--- config.mk ---
export PLATFORM = sky130hd
export DESIGN_NAME = mux_nto1_rr
export DESIGN_NICKNAME = d
export VERILOG_FILES = /design/src/rtl/mux_nto1_rr.sv
export SDC_FILE = /design/constraint.sdc
export NUM_CORES = 1
export LEC_CHECK = 0
export BUFFER_PORTS_ARGS = -buffer_cell sky130_fd_sc_hd__buf_2
export CORE_MARGIN = 1.5
export CORE_UTILIZATION = 40
export CTS_CLUSTER_DIAMETER = 150
export DETAILED_ROUTE_END_ITERATION = 6
export PLACE_DENSITY = 0.76
export SYNTH_ARGS = -nofsm -noshare
export SYNTH_HDL_FRONTEND = slang
export SYNTH_SLANG_ARGS = --single-unit
--- constraint.sdc ---
create_clock -name clk -period 2.3 [get_ports clk]
set_input_delay 0.46 -clock clk [delete_from_list [all_inputs] [get_ports clk]]
set_output_delay 0.46 -clock clk [all_outputs]
set_load 0.01 [all_outputs]
--- src/rtl/mux_nto1_rr.sv ---
// N-channel DW-bit selector with a registered valid/ready output stage.
// Channel choice is either a fixed index (mode=0) or round-robin from ptr (mode=1).
module mux_nto1_rr_lane #(
  parameter int DW  = 8,
  parameter int SW  = 2,
  parameter int IDX = 0
) (
  input  logic [SW-1:0] pick_i,
  input  logic          en_i,
  input  logic [DW-1:0] data_i,
  output logic          ready_o,
  output logic [DW-1:0] data_o
);
  assign ready_o = en_i && (pick_i == SW'(IDX));
  // Gated data lets the top build the mux as a plain OR tree.
  assign data_o  = (pick_i == SW'(IDX)) ? data_i : '0;
endmodule

module mux_nto1_rr #(
  parameter int N  = 4,
  parameter int DW = 8,
  parameter int SW = 2
) (
  input  logic            clk,
  input  logic            rst,
  input  logic            mode,
  input  logic [SW-1:0]   sel,
  input  logic [N*DW-1:0] in_data,
  input  logic [N-1:0]    in_valid,
  output logic [N-1:0]    in_ready,
  output logic [DW-1:0]   out_data,
  output logic            out_valid,
  input  logic            out_ready,
  output logic [SW-1:0]   grant_idx
);
  logic [DW-1:0]         out_data_q;
  logic                  out_valid_q;
  logic [SW-1:0]         grant_q;
  logic [SW-1:0]         ptr_q, ptr_d;
  logic [SW-1:0]         pick;
  logic                  pick_valid;
  logic                  load_ok;
  logic                  xfer;
  logic [N-1:0][DW-1:0]  lane_data;
  logic [DW-1:0]         pick_data;

  assign load_ok = !out_valid_q || out_ready;
  // Reset cycle must not hand out a ready: the word would be lost.
  assign xfer    = !rst && load_ok && pick_valid;

  always_comb begin
    pick       = '0;
    pick_valid = 1'b0;
    if (!mode) begin
      // An out-of-range sel matches no channel, so no pick is made.
      for (int i = 0; i < N; i++)
        if (SW'(i) == sel) begin
          pick       = sel;
          pick_valid = in_valid[i];
        end
    end else begin
      // Walk backwards so the channel closest to ptr wins.
      for (int k = N-1; k >= 0; k--) begin
        if (in_valid[(int'(ptr_q) + k) % N]) begin
          pick       = SW'((int'(ptr_q) + k) % N);
          pick_valid = 1'b1;
        end
      end
    end
  end

  genvar g;
  generate
    for (g = 0; g < N; g++) begin : g_lane
      mux_nto1_rr_lane #(.DW(DW), .SW(SW), .IDX(g)) u_lane (
        .pick_i  (pick),
        .en_i    (xfer),
        .data_i  (in_data[g*DW +: DW]),
        .ready_o (in_ready[g]),
        .data_o  (lane_data[g])
      );
    end
  endgenerate

  always_comb begin
    pick_data = '0;
    for (int i = 0; i < N; i++) pick_data = pick_data | lane_data[i];
  end

  always_comb begin
    ptr_d = ptr_q;
    if (xfer && mode) ptr_d = (pick == SW'(N-1)) ? '0 : pick + SW'(1);
  end

  always_ff @(posedge clk) begin
    if (rst) begin
      out_data_q  <= '0;
      out_valid_q <= 1'b0;
      grant_q     <= '0;
      ptr_q       <= '0;
    end else begin
      ptr_q <= ptr_d;
      if (xfer) begin
        out_data_q  <= pick_data;
        out_valid_q <= 1'b1;
        grant_q     <= pick;
      end else if (out_ready) begin
        out_valid_q <= 1'b0;
      end
    end
  end

  assign out_data  = out_data_q;
  assign out_valid = out_valid_q;
  assign grant_idx = grant_q;
endmodule

* After elaboration in Yosys (flattened, before gate mapping)
Cells that the tools add are included. Widths: inputs -> output; s select.
Operators by class: add/subtract/negate cells 4, order comparisons 4, eq/ne operators 6, multiplexer cells 36, bitwise logic cells 6, reductions and logical operators 16
Operators with widths (count):
- $mux 8 | 4
- $or 8x8->8 | 3
- $mux 2 | 10
- $mux 1 | 18
- $lt 3x4->1 const B | 3
- $bmux 1 s2 | 4
- $logic_and 1x1->1 | 7
- $reduce_or 2->1 | 3
- $add 2x1->2 const B | 2
- $add 2x2->2 const B | 2
- $eq 2x2->1 const A | 2
- $eq 2x2->1 const B | 2
- $logic_not 2->1 | 2
- $and 1x1->1 const A | 3
- $lt 2x3->1 const B | 1
- $eq 1x2->1 const A | 1
- $eq 2x1->1 const B | 1
- $logic_not 1->1 | 2
- $reduce_bool 2->1 | 1
- $logic_or 1x1->1 | 1
Word-level totals: register bits after elaboration 13, bits of input ports 42, output and inout bits 15, word-level logic and storage cells 76

* Logic depth before layout (Yosys ltp)
depth after elaboration 16, mapped depth 10, mapped depth without buffers 8

* Hierarchy
Synthesis repeated with hierarchy kept, for this count alone.
Unflattened totals: cell total of the unflattened synthesis 117, area, all modules 1093.5 µm²
By module, submodules not included:
- mux_nto1_rr | times used 1, cells an instance 79, area an instance 744.5 µm², sequential area each 260.2 µm²
- mux_nto1_rr_lane (g_lane[1].u_lane ...) | times used 2, cells an instance 9, area an instance 78.8 µm², sequential area each 0.0 µm²
- mux_nto1_rr_lane (g_lane[0].u_lane) | times used 1, cells an instance 11, area an instance 135.1 µm², sequential area each 0.0 µm²
- mux_nto1_rr_lane (g_lane[3].u_lane) | times used 1, cells an instance 9, area an instance 56.3 µm², sequential area each 0.0 µm²

* Least setup slack after synthesis
OpenSTA, ideal clock, no wires.
path kind in2out, start input port in_valid[3], end output port in_ready[1], arrival 1955 ps, data required time 1840 ps, setup slack -115 ps, stages 9, buffers on the path 3, cells stage by stage buf_6 and3b_1 a211oi_1 o221ai_1 and2_1 ha_1 clkbuf_1 and3_1 buf_4
Between the ends: cells in the longest elaborated chain, start to end 10, elaborated cells between the ends (all ways) 25, those cells by class 1 x eq/ne; 22 x mux; 2 x reduce/logical
RTL lines:
- start: declaration | RTL line 29 | input logic [N-1:0] in_valid,
- $bmux 1 s2 | RTL line 64 | if (in_valid[(int'(ptr_q) + k) % N]) begin
- $mux 1 (not written as such) (2 in series) | RTL line 64
- $mux 2 (3 in series) | RTL line 64
- $mux 2 * | RTL line 64
- $mux 2 * | RTL line 54 | if (!mode) begin
- via g_lane[0].u_lane.pick_i[0] | RTL line 8 | input logic [SW-1:0] pick_i,
- $eq 2x1->1 * | RTL line 14 | assign ready_o = en_i && (pick_i == SW'(IDX));
- $logic_and 1x1->1 * | RTL line 14
- end: declaration | RTL line 30 | output logic [N-1:0] in_ready,
Mark *: on every way through the listed nets, which the timed path passes. The rest lies on a longest branch. The select of a mux whose other input is x is not followed.

* Final worst setup path
start register ptr_q[1], end output port in_ready[3]
Between the ends: cells in the longest elaborated chain, start to end 11, elaborated cells between the ends (all ways) 27, those cells by class 3 x add/sub; 1 x eq/ne; 21 x mux; 2 x reduce/logical
RTL lines:
- start: declaration | RTL line 39 | logic [SW-1:0] ptr_q, ptr_d;
- start signal: assignment | RTL line 102 | ptr_q <= ptr_d;
- $add 2x2->2 | RTL line 64
- $bmux 1 s2 | RTL line 64
- $mux 1 (not written as such) (2 in series) | RTL line 64
- $mux 2 (3 in series) | RTL line 64
- $mux 2 * | RTL line 64
- $mux 2 * | RTL line 54
- via g_lane[0].u_lane.pick_i[0] | RTL line 8
- $eq 2x2->1 * | RTL line 14
- $logic_and 1x1->1 * | RTL line 14
Marked as above.

==> results.ini <==
[sta]
slew_violations=0
max_freq_mhz=429
setup-violations-final=3
holdWs_ns=0.496
finalCriticalPeriod_ns=2.33
finClkSkew_ns=0.00128
tightest_slew_ns=0.355
finalCritPeriodShare_pct=101
rsz0062_at_grt=yes
final.setup.tns_ns=-0.0852
hold_viol=0
finalWorstSetupSlack_ns=-0.0320
max_slew_margin_pct=75.7

[finish]
final_cell_mix=buf_2 (49), buf_4 (27), dfxtp_1 (11)
final_cells=222
diodes=0
finalInstanceArea_mm2=0.00172
postLayoutCoreUtil_pct=69.3
area_delta_synth_final_pct=64.1
nNetsFinal=239
drive_above_1_share_pct=66.1
layout_commonest_cell=buf_2

[die]
die_x_um=54.1
io_pins=57
rows=18
die_y_um=54.1
start_util_pct=42.2
fp.coreArea_mm2=0.00248
die_area_mm2=0.00293

[setup_path]
cp-start-kind=register
cp-end-kind=output pin
critPathArrivalTime_ns=1.87
critical_path_peak_fanout=6
crit_type=register to output pin
required_ns=1.84

[cts]
cts_buffer_depth=2
cts_tree=done
clk_pin_slew_ns=0.09
h-tree-depth=1
hold_buffers=0
clkLatencyLatePin_ns=0.29
ctsRootBufferMaster=clkbuf_4
cts_sinks=13
cts_buffers=3

[synthesis]
synthesis.nets=164
yosys.area_share.adder_pct=4.78
synth.distinct_cells=40
synth_top_family_by_area=compound AO/OA/AOI/OAI gates
ys_top_cells_by_area=dfxtp_1 (25%), a211oi_2 (9.6%), a221oi_1 (6.7%)
synthMuxAreaShare_pct=4.55
yosysTopAreaCellShare_pct=24.9
netlist_instances=118
synth_xor_area_share_pct=0
synthesis.area_mm2=0.00105
synth_seq_cells=13
yosys_warnings=0
postSynthAreaPerCell_um2=8.86
synth_compound_area_share_pct=39.6
synthSimpleGateAreaFrac_pct=16.9
synth_area_leader_cell=dfxtp_1
synth-seq-area-share_pct=24.9

[drt]
drt-pass1-iter-count=4
vias=1275
viasPerCell=5.74
drc=0
drt-total-wl_mm=3.45
drt-initial-drc-count=22
ant_nets=0
post_drt_wl_per_cell_um=15.6

[power_and_ir_drop]
power_mw=0.796
p_leak_nw=0.771
p_per_area_mw_per_mm2=464
peakVddDrop_v=0.000310

[grt]
grt_pass1_wl_mm=4.96
antenna_found_initial=0
grt_overflow_total=0
grt_max_degree=15
track_usage_pct=23.5
grt_pass1_vias=1135

[outcome]
status=finished with violations
violations=setup timing

[place]
io_buffer_count=56
post-place-ws_ns=-0.229
dpl_cell_area_mm2=0.00146
dp_hpwl_mm=2.49
dp_cells=210
gp_congestion=0.822

[worst_hold_path]
min_path_type=input port to register

[run]
max_cap_violations=0

==> logic make-up (layout without fill, tap and decap cells) <==
family / Yosys count / in the layout
compound gates: 51 / 51
fa+ha+maj: 4 / 4
buf+inv: 18 / 92
flops: 13 / 13
mux: 3 / 3
simple gates: 29 / 29
==> final timing paths <==
path	slack (ns)	cells after the start	to	from
worst min-delay path	0.50	3	out_valid	out_ready
worst min register to register	0.54	2	out_valid	out_valid
worst max-delay path	-0.03	7	in_ready[3]	ptr_q[1]
worst max register to register	0.07	9	out_data[7]	ptr_q[1]
==> worst max-delay path, stage by stage (launching register included) <==
cell and delay [ns]:
dfxtp_4 0.37, and3b_1 0.20, a211oi_2 0.24, o221ai_2 0.16, and2_4 0.21, ha_4 0.16
and3_4 0.14, buf_6 0.11
==> registers in the layout, indices dropped and copies added (netlist names) <==
| signal | flops |
|---|---|
| grant_idx | 2 |
| ptr_q | 2 |
| out_data | 8 |
| out_valid | 1 |
==> area by class of cell <==
class / instances / area, um^2
clock buffer: 3 / 22.5
clock inverter: 1 / 5.00
fill: 184 / 761
inverter: 3 / 11.3
multi-input combinational: 87 / 826
sequential: 13 / 265
tap: 30 / 37.5
timing repair buffer: 85 / 549
==> report_power, final <==
group | internal [mW] | leakage [nW] | switching, mW
clock network | 0.0647 | 0.0177 | 0.0863
logic | 0.199 | 0.645 | 0.181
registers | 0.249 | 0.109 | 0.0167
==> synth_stat cells <==
library cell,n
and3b_1,1
and3_1,5
dfxtp_1,13
a221oi_1,8
clkbuf_1,8
or3b_2,1
nand3_1,1
or2_2,2
mux2_4,1
o21ai_1,1
a211oi_1,3
inv_1,3
nand4b_1,1
nor3b_1,1
buf_4,4
a22o_1,8
mux2i_1,1
nand2b_1,2
nand2_1,4
or4_1,1
a211o_1,1
and2_4,1
a2111oi_0,2
o21bai_1,1
nor2b_1,4
o21a_1,1
a31o_1,1
o21ai_0,2
nor2_1,3
and2_1,1
o221ai_1,1
o31ai_1,2
ha_1,4
mux4_2,1
buf_6,2
a21oi_1,11
or2b_1,1
a21boi_0,1
buf_1,1
a211oi_2,8
==> layer usage <==
layer | share of wire (%) | track usage (%) | wire, um | vias up
met3 | 7.4 | 3.33 | 255 | 14
met1 | 35 | 25.6 | 1220 | 594
met4 | 3.0 | 11.7 | 103 | 0
li1 | - | - | - | 601
met2 | 54 | 43.4 | 1880 | 66
met5 | 0 | 0 | 0 | -
==> repair_timing <==
item                                    in CTS  in global routing
gates resized for setup                     35                  8
endpoints found under the setup margin      12                  6
buffers inserted                             7                  1
pin swaps                                   12                 10
No activity file was read; power rests on OpenSTA's default activity.
